**config.mk**
```make
export PLATFORM = sky130hd
export DESIGN_NAME = seq_mul_shift_add
export DESIGN_NICKNAME = d
export VERILOG_FILES = /design/src/rtl/seq_mul_shift_add.sv
export SDC_FILE = /design/constraint.sdc
export NUM_CORES = 1
export LEC_CHECK = 0
export CAP_MARGIN = 10
export CORE_UTILIZATION = 25
export CTS_BUF_LIST = sky130_fd_sc_hd__clkbuf_16
export DETAILED_ROUTE_END_ITERATION = 8
export MAX_ROUTING_LAYER = met4
export PLACE_DENSITY_LB_ADDON = 0.08
export SYNTH_ARGS = -nofsm -noshare
export SYNTH_HDL_FRONTEND = slang
export SYNTH_SLANG_ARGS = --single-unit
```
**constraint.sdc**
```tcl
create_clock -name clk -period 8.5 [get_ports clk]
set_clock_uncertainty 0.15 [all_clocks]
set_input_delay 0.85 -clock clk [delete_from_list [all_inputs] [get_ports clk]]
set_output_delay 0.85 -clock clk [all_outputs]
set_load 0.02 [all_outputs]
```
**src/rtl/seq_mul_shift_add.sv**
```systemverilog
// ============================================================================
// seq_mul_shift_add -- iterative shift-and-add unsigned multiplier.
//
// Computes product = (a * b) mod 2^N, one multiplier bit per clock, using a
// single adder32 instance (cin tied low) as the accumulation adder.
//
// Configuration macro:
//   SEQ_MUL_EARLY_TERM_EN  when defined, BUSY ends as soon as the remaining
//                          multiplier bits are all zero, and b==0 skips BUSY.
//                          Undefined (default): fixed N-step BUSY phase.
//
// Ports:
//   clk        in   system clock, rising edge
//   rst_n      in   asynchronous active-low reset
//   in_valid   in   a/b operands valid
//   in_ready   out  operands can be accepted (IDLE only)
//   a          in   [N-1:0] multiplicand
//   b          in   [N-1:0] multiplier
//   out_valid  out  product valid (DONE only)
//   out_ready  in   sink accepts product
//   product    out  [N-1:0] (a*b) mod 2^N, last value held outside DONE
//   busy       out  high while stepping (BUSY)
//
// Also contains adder32, the N-bit wrap-around adder used by the multiplier.
// ============================================================================

// N-bit adder without carry-out; the sum wraps modulo 2^N.
module adder32 #(
   parameter int N = 32
) (
   input  logic [N-1:0] a,
   input  logic [N-1:0] b,
   input  logic         cin,
   output logic [N-1:0] out
);

   // Carry-in is zero-extended so every operand is N bits wide.
   assign out = a + b + {{(N-1){1'b0}}, cin};

endmodule

module seq_mul_shift_add #(
   parameter int N = 32
) (
   input  logic         clk,
   input  logic         rst_n,
   input  logic         in_valid,
   output logic         in_ready,
   input  logic [N-1:0] a,
   input  logic [N-1:0] b,
   output logic         out_valid,
   input  logic         out_ready,
   output logic [N-1:0] product,
   output logic         busy
);

   localparam int CW = (N > 1) ? $clog2(N) : 1;

   typedef enum logic [1:0] {
      ST_IDLE = 2'd0,
      ST_BUSY = 2'd1,
      ST_DONE = 2'd2
   } state_t;

   state_t        state_q,     state_d;
   logic [N-1:0]  mcand_q,     mcand_d;
   logic [N-1:0]  mplier_q,    mplier_d;
   logic [N-1:0]  acc_q,       acc_d;
   logic [N-1:0]  product_q,   product_d;
   logic [CW-1:0] count_q,     count_d;
   logic          in_ready_q,  in_ready_d;
   logic          out_valid_q, out_valid_d;
   logic          busy_q,      busy_d;

   logic [N-1:0]  sum_s;
   logic          accept_s;
   logic          last_step_s;

   // Accumulation adder: acc + current (shifted) multiplicand.
   adder32 #(.N(N)) u_adder (
      .a   (acc_q),
      .b   (mcand_q),
      .cin (1'b0),
      .out (sum_s)
   );

   assign accept_s = in_valid && in_ready_q;

`ifdef SEQ_MUL_EARLY_TERM_EN
   // Stop once no set multiplier bits remain above the one consumed this step.
   assign last_step_s = (count_q == CW'(N - 1)) ||
                        (mplier_q[N-1:1] == {(N-1){1'b0}});
`else
   assign last_step_s = (count_q == CW'(N - 1));
`endif

   // State and datapath registers.
   always_ff @(posedge clk or negedge rst_n) begin
      if (!rst_n) begin
         state_q     <= ST_IDLE;
         mcand_q     <= {N{1'b0}};
         mplier_q    <= {N{1'b0}};
         acc_q       <= {N{1'b0}};
         count_q     <= {CW{1'b0}};
         product_q   <= {N{1'b0}};
         in_ready_q  <= 1'b1;
         out_valid_q <= 1'b0;
         busy_q      <= 1'b0;
      end else begin
         state_q     <= state_d;
         mcand_q     <= mcand_d;
         mplier_q    <= mplier_d;
         acc_q       <= acc_d;
         count_q     <= count_d;
         product_q   <= product_d;
         in_ready_q  <= in_ready_d;
         out_valid_q <= out_valid_d;
         busy_q      <= busy_d;
      end
   end

   // Next-state and shift-add step logic.
   always_comb begin
      state_d  = state_q;
      mcand_d  = mcand_q;
      mplier_d = mplier_q;
      acc_d    = acc_q;
      count_d  = count_q;
      case (state_q)
         ST_IDLE: begin
            if (accept_s) begin
               mcand_d  = a;
               mplier_d = b;
               acc_d    = {N{1'b0}};
               count_d  = {CW{1'b0}};
`ifdef SEQ_MUL_EARLY_TERM_EN
               if (b == {N{1'b0}}) begin
                  state_d = ST_DONE;
               end else begin
                  state_d = ST_BUSY;
               end
`else
               state_d  = ST_BUSY;
`endif
            end else begin
               state_d = ST_IDLE;
            end
         end
         ST_BUSY: begin
            if (mplier_q[0]) begin
               acc_d = sum_s;
            end else begin
               acc_d = acc_q;
            end
            mcand_d  = {mcand_q[N-2:0], 1'b0};
            mplier_d = {1'b0, mplier_q[N-1:1]};
            count_d  = count_q + CW'(1);
            if (last_step_s) begin
               state_d = ST_DONE;
            end else begin
               state_d = ST_BUSY;
            end
         end
         ST_DONE: begin
            if (out_ready) begin
               state_d = ST_IDLE;
            end else begin
               state_d = ST_DONE;
            end
         end
         default: begin
            state_d = ST_IDLE;
         end
      endcase
   end

   // Registered output values derived from the upcoming state.
   always_comb begin
      in_ready_d  = (state_d == ST_IDLE);
      out_valid_d = (state_d == ST_DONE);
      busy_d      = (state_d == ST_BUSY);
      // Product latches the final accumulator only on entry to DONE.
      if ((state_q != ST_DONE) && (state_d == ST_DONE)) begin
         product_d = acc_d;
      end else begin
         product_d = product_q;
      end
   end

   assign in_ready  = in_ready_q;
   assign out_valid = out_valid_q;
   assign busy      = busy_q;
   assign product   = product_q;

endmodule

```
==> results of run 1 <==
## sequential cells by signal (all words and copies together), names as in the netlist
name,cells
product,32
count_q,5
acc_q,32
mplier_q,32
state_q,2
out_valid,1
in_ready,1
busy,1
mcand_q,32
## where the power goes
part           total [mW]  internal [mW]  switching, mW
Combinational        2.27          0.931           1.34
Clock               0.827          0.516          0.310
Sequential           1.18          0.966          0.211
## metal layers
metal | vias up | part of all wire | track usage
met5 | - | 0 | -
met4 | 0 | 0.011 | 0.0466
met3 | 16 | 0.036 | 0.0290
met2 | 97 | 0.45 | 0.232
met1 | 2886 | 0.50 | 0.201
li1 | 3017 | - | -
## through the flow
step | hold slack (ns) | cells
after floorplan | 0.315 | 825
after global placement | 0.312 | 1270
after detailed placement | 0.313 | 1270
after CTS | 0.329 | 1302
after global routing | 0.354 | 1302
final | 0.325 | 1302
## final cells by class
cell class,instances,area [um^2],area share
flip-flops and latches,138,3450,0.376
multi-input cells,632,3510,0.381
clock inverters,15,209,0.0227
clock buffers,17,425,0.0463
well taps,378,473,0.0514
inverters,12,45.0,0.00490
repair buffers,110,1080,0.118
## cells by family (layout without fill, tap and decap cells)
group                    Yosys count  count (layout)  synth area share
flip-flops                       138             138             0.482
AND/OR/NAND/NOR                  365             365             0.207
AO/OA/AOI/OAI                    202             202             0.181
multiplexers                       2               2           0.00314
adder cells (fa/ha/maj)           34              34            0.0604
buffers and inverters             55             154            0.0309
XOR/XNOR                          29              29            0.0355
## worst max path at each step
stage | from | endpoint | slack [ns] | depth (start not counted)
after detailed placement | mcand_q[0] | acc_q[20] | 5.17 | 11
after floorplan | mcand_q[0] | product[20] | 5.57 | 11
after CTS | mcand_q[0] | acc_q[20] | 5.14 | 11
after global routing | mcand_q[0] | acc_q[20] | 4.86 | 11
after global placement | mcand_q[10] | acc_q[31] | 5.26 | 10
final | mcand_q[0] | acc_q[20] | 5.14 | 11
## cells in the final DEF (no fill, tap or decap), types with 2 or more instances in the layout
master	instances
nand2_1	236
dfrtp_1	137
clkdlybuf4s50_1	101
nor2_1	84
a31oi_1	70
o21ai_0	39
a21oi_1	37
ha_1	33
clkbuf_16	17
xnor2_1	16
inv_1	14
nand3_1	13
xor2_1	13
a21o_1	11
a22o_1	9
buf_4	8
nor2b_1	5
bufinv_16	5
and3_1	4
and2_1	4
o21bai_1	4
o21a_1	4
and3_2	3
a211oi_1	3
nor3_1	3
clkinv_1	3
clkinvlp_4	3
nand4_1	2
and3_4	2
o211ai_2	2
a221oi_1	2
o31ai_1	2
a311oi_1	2
nand2b_1	2
mux2_2	2
clkinv_4	2
==> metrics.csv, run 1 <==
metric;value;unit
period utilization;0.395;
drt via density;4.62;
Buffers on Ports;102;
Post-synth EDFFs;0;
Top FF cell, synth;dfrtp_1;
via count;6016;
largest net degree at the start of global routing;89;
Synth top cells by count;nand2_1 (237), dfrtp_1 (137), nor2_1 (84), a31oi_1 (70), o21ai_0 (39);
leading area contributor after synthesis;dfrtp_1;
Peak VDD IR;0.000138;V
worst-path cell chain;ha_1 > fa_1 > a21oi_1 > o21ai_0 > a22o_1 > a21bo_2 > a311oi_1 > o221ai_1 > a21oi_1 > xor2_1 > o21ai_0;
R2R Path Start;mcand_q[0];
vias in the first global route;6279;
DRT iter0 DRCs;271;
Synth cell types;55;
CP Data Required Time;8.61;ns
Detailed Place HPWL;13600;um
Routed Wire Length;20400;um
mean area per synthesized cell;8.68;um^2
Clk pin slew, worst setup/hold paths;0.06;ns
# fillers;3009;
asr flop ratio synth;1.00;
Worst Reg-to-Reg Cells;11;
R2R setup slack;5.14;ns
CTS tree;yes;
Post-CTS Setup Inserts;0;
arrival time worst endpoint;3.47;ns
final slew viol count;0;
Hold-fix buffers, CTS;0;
Leak Pwr;4.01;nW
Max Cap Violations;0;
slowest cell delay on critical path;0.43;ns
IO Pins;103;
RSZ-0062 raised after global routing;no;
Final Util;0.328;
TritonCTS Buffers;17;
critical path peak fanout;4;
critical path endpoint category;register;
CTS H-tree depth;4;
row count;61;
post-route antenna net violation count;0;
most numerous cell in the Yosys netlist;nand2_1;
gr ovfl total;0;
total power;4.27;mW
main area contributors after synthesis;dfrtp_1 (48%), nand2_1 (12%), a31oi_1 (6.1%);
dpl cell area;8560;um^2
Post-Syn Instances;825;
GRT Total Usage;0.151;
Root Buffer;clkbuf_16;
Syn Nets;927;
synthesis-to-layout area growth;28.3;%
CTS max path bufs;2;
Critical R2R Capture;acc_q[20];
first-pass GRT wire length;33300;um
antenna violations before repair;0;
f_max;0.298;GHz
post-CTS sizing;0;
nets@finish;1013;
post-synth top area share;0.479;
FF+latch count, synth;138;
Die Wd;171;um
relative slew slack;0.372;
1st-pass router iterations;6;
Final setup violation count;0;
Routability Congestion;0.803;
cell family with most CP delay;compound AO/OA/AOI/OAI gates;
Cell Pwr Density;465;nW/um^2
Final WS setup;5.14;ns
drt wl/cell;15.6;um
class of the most critical setup path;register to register;
starting density of the core;0.256;
antenna cell count;0;
fin area;9200;um^2
Seq/Total Area, Yosys;0.482;
final hold violation count;0;
Final Critical Period;3.36;ns
CP bufs+invs;0;
slew at the pin closest to its max-slew limit;0.941;ns
Worst setup SP type;register;
Die Area;29300;um^2
# DRC;0;
# clock sinks;138;
Hold Crit Class;primary input to asynchronous set/reset pin;
pre-CTS setup slack;5.17;ns
number of synthesis warnings;0;
share of cells above drive strength 1;0.0639;
Clock Latency Late Sink;0.43;ns
setup TNS;0;ns
status;finished, final reports clean;
Mapped Area;7160;um^2
Die Ht;171;um
Crit-path slowest cell;a311oi_1;
Core Footprint;28000;um^2
(Power assumes the default switching activity.)
==> inputs of run 2 (changes only) <==
==> constraint.sdc (replaced) <==
create_clock -name clk -period 3.5 [get_ports clk]
set_clock_uncertainty 0.15 [all_clocks]
set_input_delay 0.35 -clock clk [delete_from_list [all_inputs] [get_ports clk]]
set_output_delay 0.35 -clock clk [all_outputs]
set_load 0.02 [all_outputs]
==> run 2 against run 1 <==
Clock power up 130%. Sequential share of layout area down 0.41 points. Sequential cell count unchanged. Largest power group unchanged. Setup slack worse by 4.9 ns. Critical path depth down 1. Register-to-register slack worse by 4.9 ns. Via count down 0.37%. Wire length up 0.89%. Maximum frequency up 3.2%. Clock-buffer cell count unchanged. Core utilization up 0.37 points.
==> metrics.csv, run 2 (synthesis gave the netlist of run 1 again) <==
metric;value;unit
critical path peak fanout;5;
Die Ht;171;um
final hold violation count;0;
f_max;0.307;GHz
relative slew slack;0.610;
Pint;5.88;mW
Critical R2R Capture;acc_q[31];
total power;10.4;mW
setup TNS;0;ns
Detailed Place HPWL;14300;um
via count;5994;
Crit-path slowest cell;a311oi_2;
worst-path cell chain;ha_1 > a21o_1 > o21bai_1 > a2111oi_2 > a31oi_2 > a311oi_2 > o21ai_2 > xnor2_1 > or4_1 > o211ai_2;
synthesis-to-layout area growth;29.8;%
TritonCTS Buffers;17;
nets@finish;1024;
RSZ-0062 raised after global routing;no;
# DRC;0;
CP bufs+invs;0;
IO Pins;103;
combinational power share;0.542;
CP Data Required Time;3.69;ns
GRT Total Usage;0.152;
Worst setup SP type;register;
Worst Reg-to-Reg Cells;10;
sw frac;0.435;
final slew viol count;0;
period utilization;0.930;
clock network fraction of design power;0.183;
DRT iter0 DRCs;216;
Routability Congestion;0.818;
Cell Pwr Density;1120;nW/um^2
Psw;4.54;mW
Clock Latency Late Sink;0.42;ns
R2R Path Start;mcand_q[10];
cell family with most CP delay;compound AO/OA/AOI/OAI gates;
CTS max path bufs;2;
Clk pin slew, worst setup/hold paths;0.06;ns
Routed Wire Length;20500;um
gr ovfl total;0;
worst setup path end;acc_q[31];
Sequential Power Share;0.275;
antenna cell count;0;
Max Cap Violations;0;
CTS tree;yes;
drt wl/cell;15.7;um
most frequent cells in the layout;nand2_1 (236), dfrtp_1 (137), clkdlybuf4s50_1 (101), nor2_1 (84), a31oi_1 (70);
slew at the pin closest to its max-slew limit;0.585;ns
Die Area;29300;um^2
post-route antenna net violation count;0;
share of cells above drive strength 1;0.0749;
Hold Crit Class;primary input to asynchronous set/reset pin;
slowest cell delay on critical path;0.45;ns
Root Buffer;clkbuf_16;
first-pass GRT wire length;33400;um
Buffers on Ports;102;
class of the most critical setup path;register to register;
Leak Pwr;4.07;nW
antenna violations before repair;0;
Peak VDD IR;0.000398;V
CTS H-tree depth;4;
Final setup violation count;0;
# clock sinks;138;
Post-CTS Setup Inserts;0;
Final Util;0.332;
commonest non-fill, non-tap cell in the layout;nand2_1;
drt via density;4.57;
arrival time worst endpoint;3.44;ns
status;finished, final reports clean;
Final Critical Period;3.26;ns
starting density of the core;0.256;
crit path from;mcand_q[10];
Die Wd;171;um
R2R setup slack;0.24;ns
largest net degree at the start of global routing;56;
vias in the first global route;6137;
Core Footprint;28000;um^2
1st-pass router iterations;4;
row count;61;
Crit. path cell count;10;
critical path endpoint category;register;
## run 2: cell count changes in the layout (fill, tap and decap cells not counted), moves of 2 or more
cell and change:
buf_4 +7, buf_12 +3, clkinv_1 -2, clkinvlp_4 -2
## run 2: repair_timing
item / CTS / global route
hold endpoints to repair: 52 / 0
gates resized for setup: 0 / 1
setup endpoints to repair: 0 / 2
hold buffers: 1 / 0
## run 2: layout make-up
class / count / area, um^2
clock buffer: 17 / 425
clock inverter: 14 / 183
fill: 2977 / 18700
inverter: 12 / 45.0
multi-input combinational: 632 / 3510
sequential: 138 / 3450
tap: 378 / 473
timing repair buffer: 121 / 1200
## run 2: power groups by stage
stage	logic, mW	registers (mW)	clock network, mW
floorplan	3.99	2.87	0
global placement	5.76	2.89	0
detailed placement	5.71	2.89	0
CTS	5.73	2.88	1.96
global route	6.40	2.96	2.03
finish	5.65	2.86	1.91
## run 2: how the worst min path moves through the flow
stage                      from  depth (start not counted)  slack (ns)           to
after detailed placement  rst_n                          1        0.21  product[10]
final                     rst_n                          2        0.31  product[10]
after global placement    rst_n                          1        0.22  product[10]
after CTS                  b[3]                          3        0.32  mplier_q[3]
after floorplan           rst_n                          0        -0.1     acc_q[0]
after global routing       b[5]                          3        0.32  mplier_q[5]
## run 2: layer usage
layer	vias up	track usage	wire, um
met4	0	0.0396	182
met2	85	0.239	9370
li1	3045	-	-
met5	-	-	0
met1	2854	0.198	10200
met3	10	0.0331	744
## run 2: through the flow
step                instances  area (um^2)  worst slack (ns)  hold slack [ns]
global route             1312         9300            0.0301            0.323
global placement         1280         8670             0.254            0.221
floorplan                 825         7160             0.572          -0.0956
CTS                      1312         9290             0.176            0.321
finish                   1312         9300             0.244            0.306
detailed placement       1280         8670             0.205            0.214
==> inputs of run 3 (changes only) <==
==> constraint.sdc (replaced) <==
create_clock -name clk -period 3.1 [get_ports clk]
set_clock_uncertainty 0.15 [all_clocks]
set_input_delay 0.31 -clock clk [delete_from_list [all_inputs] [get_ports clk]]
set_output_delay 0.31 -clock clk [all_outputs]
set_load 0.02 [all_outputs]
==> run 3 against run 2 <==
Core utilization rose by 0.89 points. Sequential power rose by 13%. First-iteration DRC count rose by 41%. Highest routed layer unchanged. Largest cell class unchanged. Clock power fell by 6%.
==> metrics.csv, run 3 (synthesis gave the netlist of run 1 again) <==
metric;value;unit
status;finished, final reports clean;
Cell Pwr Density;1270;nW/um^2
first-pass GRT wire length;34500;um
routed wl met3;875;um
Die Wd;171;um
worst-path cell chain;ha_1 > a21o_1 > o21bai_4 > a2111oi_4 > a31oi_2 > a311oi_2 > o21ai_2 > xnor2_2 > or4_4 > o211ai_2;
R2R Path Start;acc_q[10];
slew at the pin closest to its max-slew limit;0.625;ns
1st-pass router iterations;4;
# fillers;3003;
drt wl/cell;15.6;um
Final setup violation count;0;
Max Cap Violations;0;
vias in the first global route;6442;
Leak Pwr;4.20;nW
CTS tree;yes;
commonest non-fill, non-tap cell in the layout;nand2_1;
CP Data Required Time;3.29;ns
final hold violation count;0;
DRT iter0 DRCs;304;
critical path peak fanout;4;
fin area;9550;um^2
relative slew slack;0.583;
# clock sinks;138;
largest net degree at the start of global routing;66;
gr ovfl total;0;
GRT Total Usage;0.156;
CTS max path bufs;2;
antenna cell count;0;
Clk pin slew, worst setup/hold paths;0.06;ns
antenna violations before repair;0;
synthesis-to-layout area growth;33.3;%
post-route antenna net violation count;0;
drt via density;4.57;
class of the most critical setup path;register to register;
period utilization;0.958;
Routability Congestion;0.778;
IO Pins;103;
Die Area;29300;um^2
dpl cell area;8850;um^2
Routed Wire Length;21000;um
Final WS setup;0.131;ns
Buffers on Ports;102;
Hold Crit Class;primary input to asynchronous set/reset pin;
most frequent cells in the layout;nand2_1 (235), dfrtp_1 (137), clkdlybuf4s50_1 (101), nor2_1 (84), a31oi_1 (69);
CTS H-tree depth;4;
Crit-path slowest cell;or4_4;
Final Util;0.341;
f_max;0.337;GHz
arrival time worst endpoint;3.16;ns
met2 routed WL;9730;um
Detailed Place HPWL;14500;um
TritonCTS Buffers;17;
starting density of the core;0.256;
Met1 Wirelength;10300;um
cell family with most CP delay;compound AO/OA/AOI/OAI gates;
via count;6131;
Root Buffer;clkbuf_16;
Clock Latency Late Sink;0.42;ns
Core Footprint;28000;um^2
Peak VDD IR;0.000435;V
pre-CTS setup slack;-0.0648;ns
Worst setup SP type;register;
highest routed metal layer;met4;
CP bufs+invs;0;
final slew viol count;0;
# DRC;0;
total power;12.2;mW
nets@finish;1056;
setup TNS;0;ns
critical path endpoint category;register;
crit path from;acc_q[10];
slowest cell delay on critical path;0.42;ns
RSZ-0062 raised after global routing;yes;
Final Critical Period;2.97;ns
share of cells above drive strength 1;0.126;
row count;61;
Die Ht;171;um
-- run 3: metal layers --
layer	global-route usage	vias up
met2	0.249	99
met3	0.0336	4
met5	-	-
li1	-	3102
met4	0.0415	0
met1	0.200	2926
-- run 3: stage by stage --
step,instances,hold slack (ns)
2_1_floorplan,825,-0.136
3_3_place_gp,1305,0.158
3_5_place_dp,1305,0.163
4_1_cts,1336,0.279
5_1_grt,1343,0.295
6_report,1343,0.259
-- run 3: layout make-up --
| type | instances | area, um^2 | area share |
|---|---|---|---|
| Sequential cell | 138 | 3450 | 0.362 |
| Inverter | 12 | 45.0 | 0.00472 |
| Clock inverter | 13 | 85.1 | 0.00891 |
| Tap cell | 378 | 473 | 0.0495 |
| Timing Repair Buffer | 153 | 1430 | 0.150 |
| Multi-Input combinational cell | 632 | 3630 | 0.380 |
| Clock buffer | 17 | 425 | 0.0446 |
-- run 3: worst paths after layout --
| check | slack [ns] | depth (start not counted) | endpoint |
|---|---|---|---|
| worst min register to register | 0.32 | 2 | product[19] |
| worst max-delay path | 0.13 | 10 | acc_q[31] |
| worst min-delay path | 0.26 | 2 | product[11] |
| worst max register to register | 0.13 | 10 | acc_q[31] |
| min in group clk | 0.29 | 3 | mplier_q[19] |
| max in group asynchronous | 1.85 | 3 | mplier_q[31] |
-- run 3: what timing repair did --
item	4_1_cts	5_1_grt
gates resized for setup	2	23
hold endpoints to repair	46	0
buffers inserted	0	7
hold buffers	1	0
pin swaps	2	13
endpoints found under the setup margin	7	22
-- run 3: where the power goes --
part	total [mW]	switching [mW]	internal, mW
logic	7.12	3.94	3.18
registers	3.23	0.588	2.65
clock network	1.80	0.797	1.01
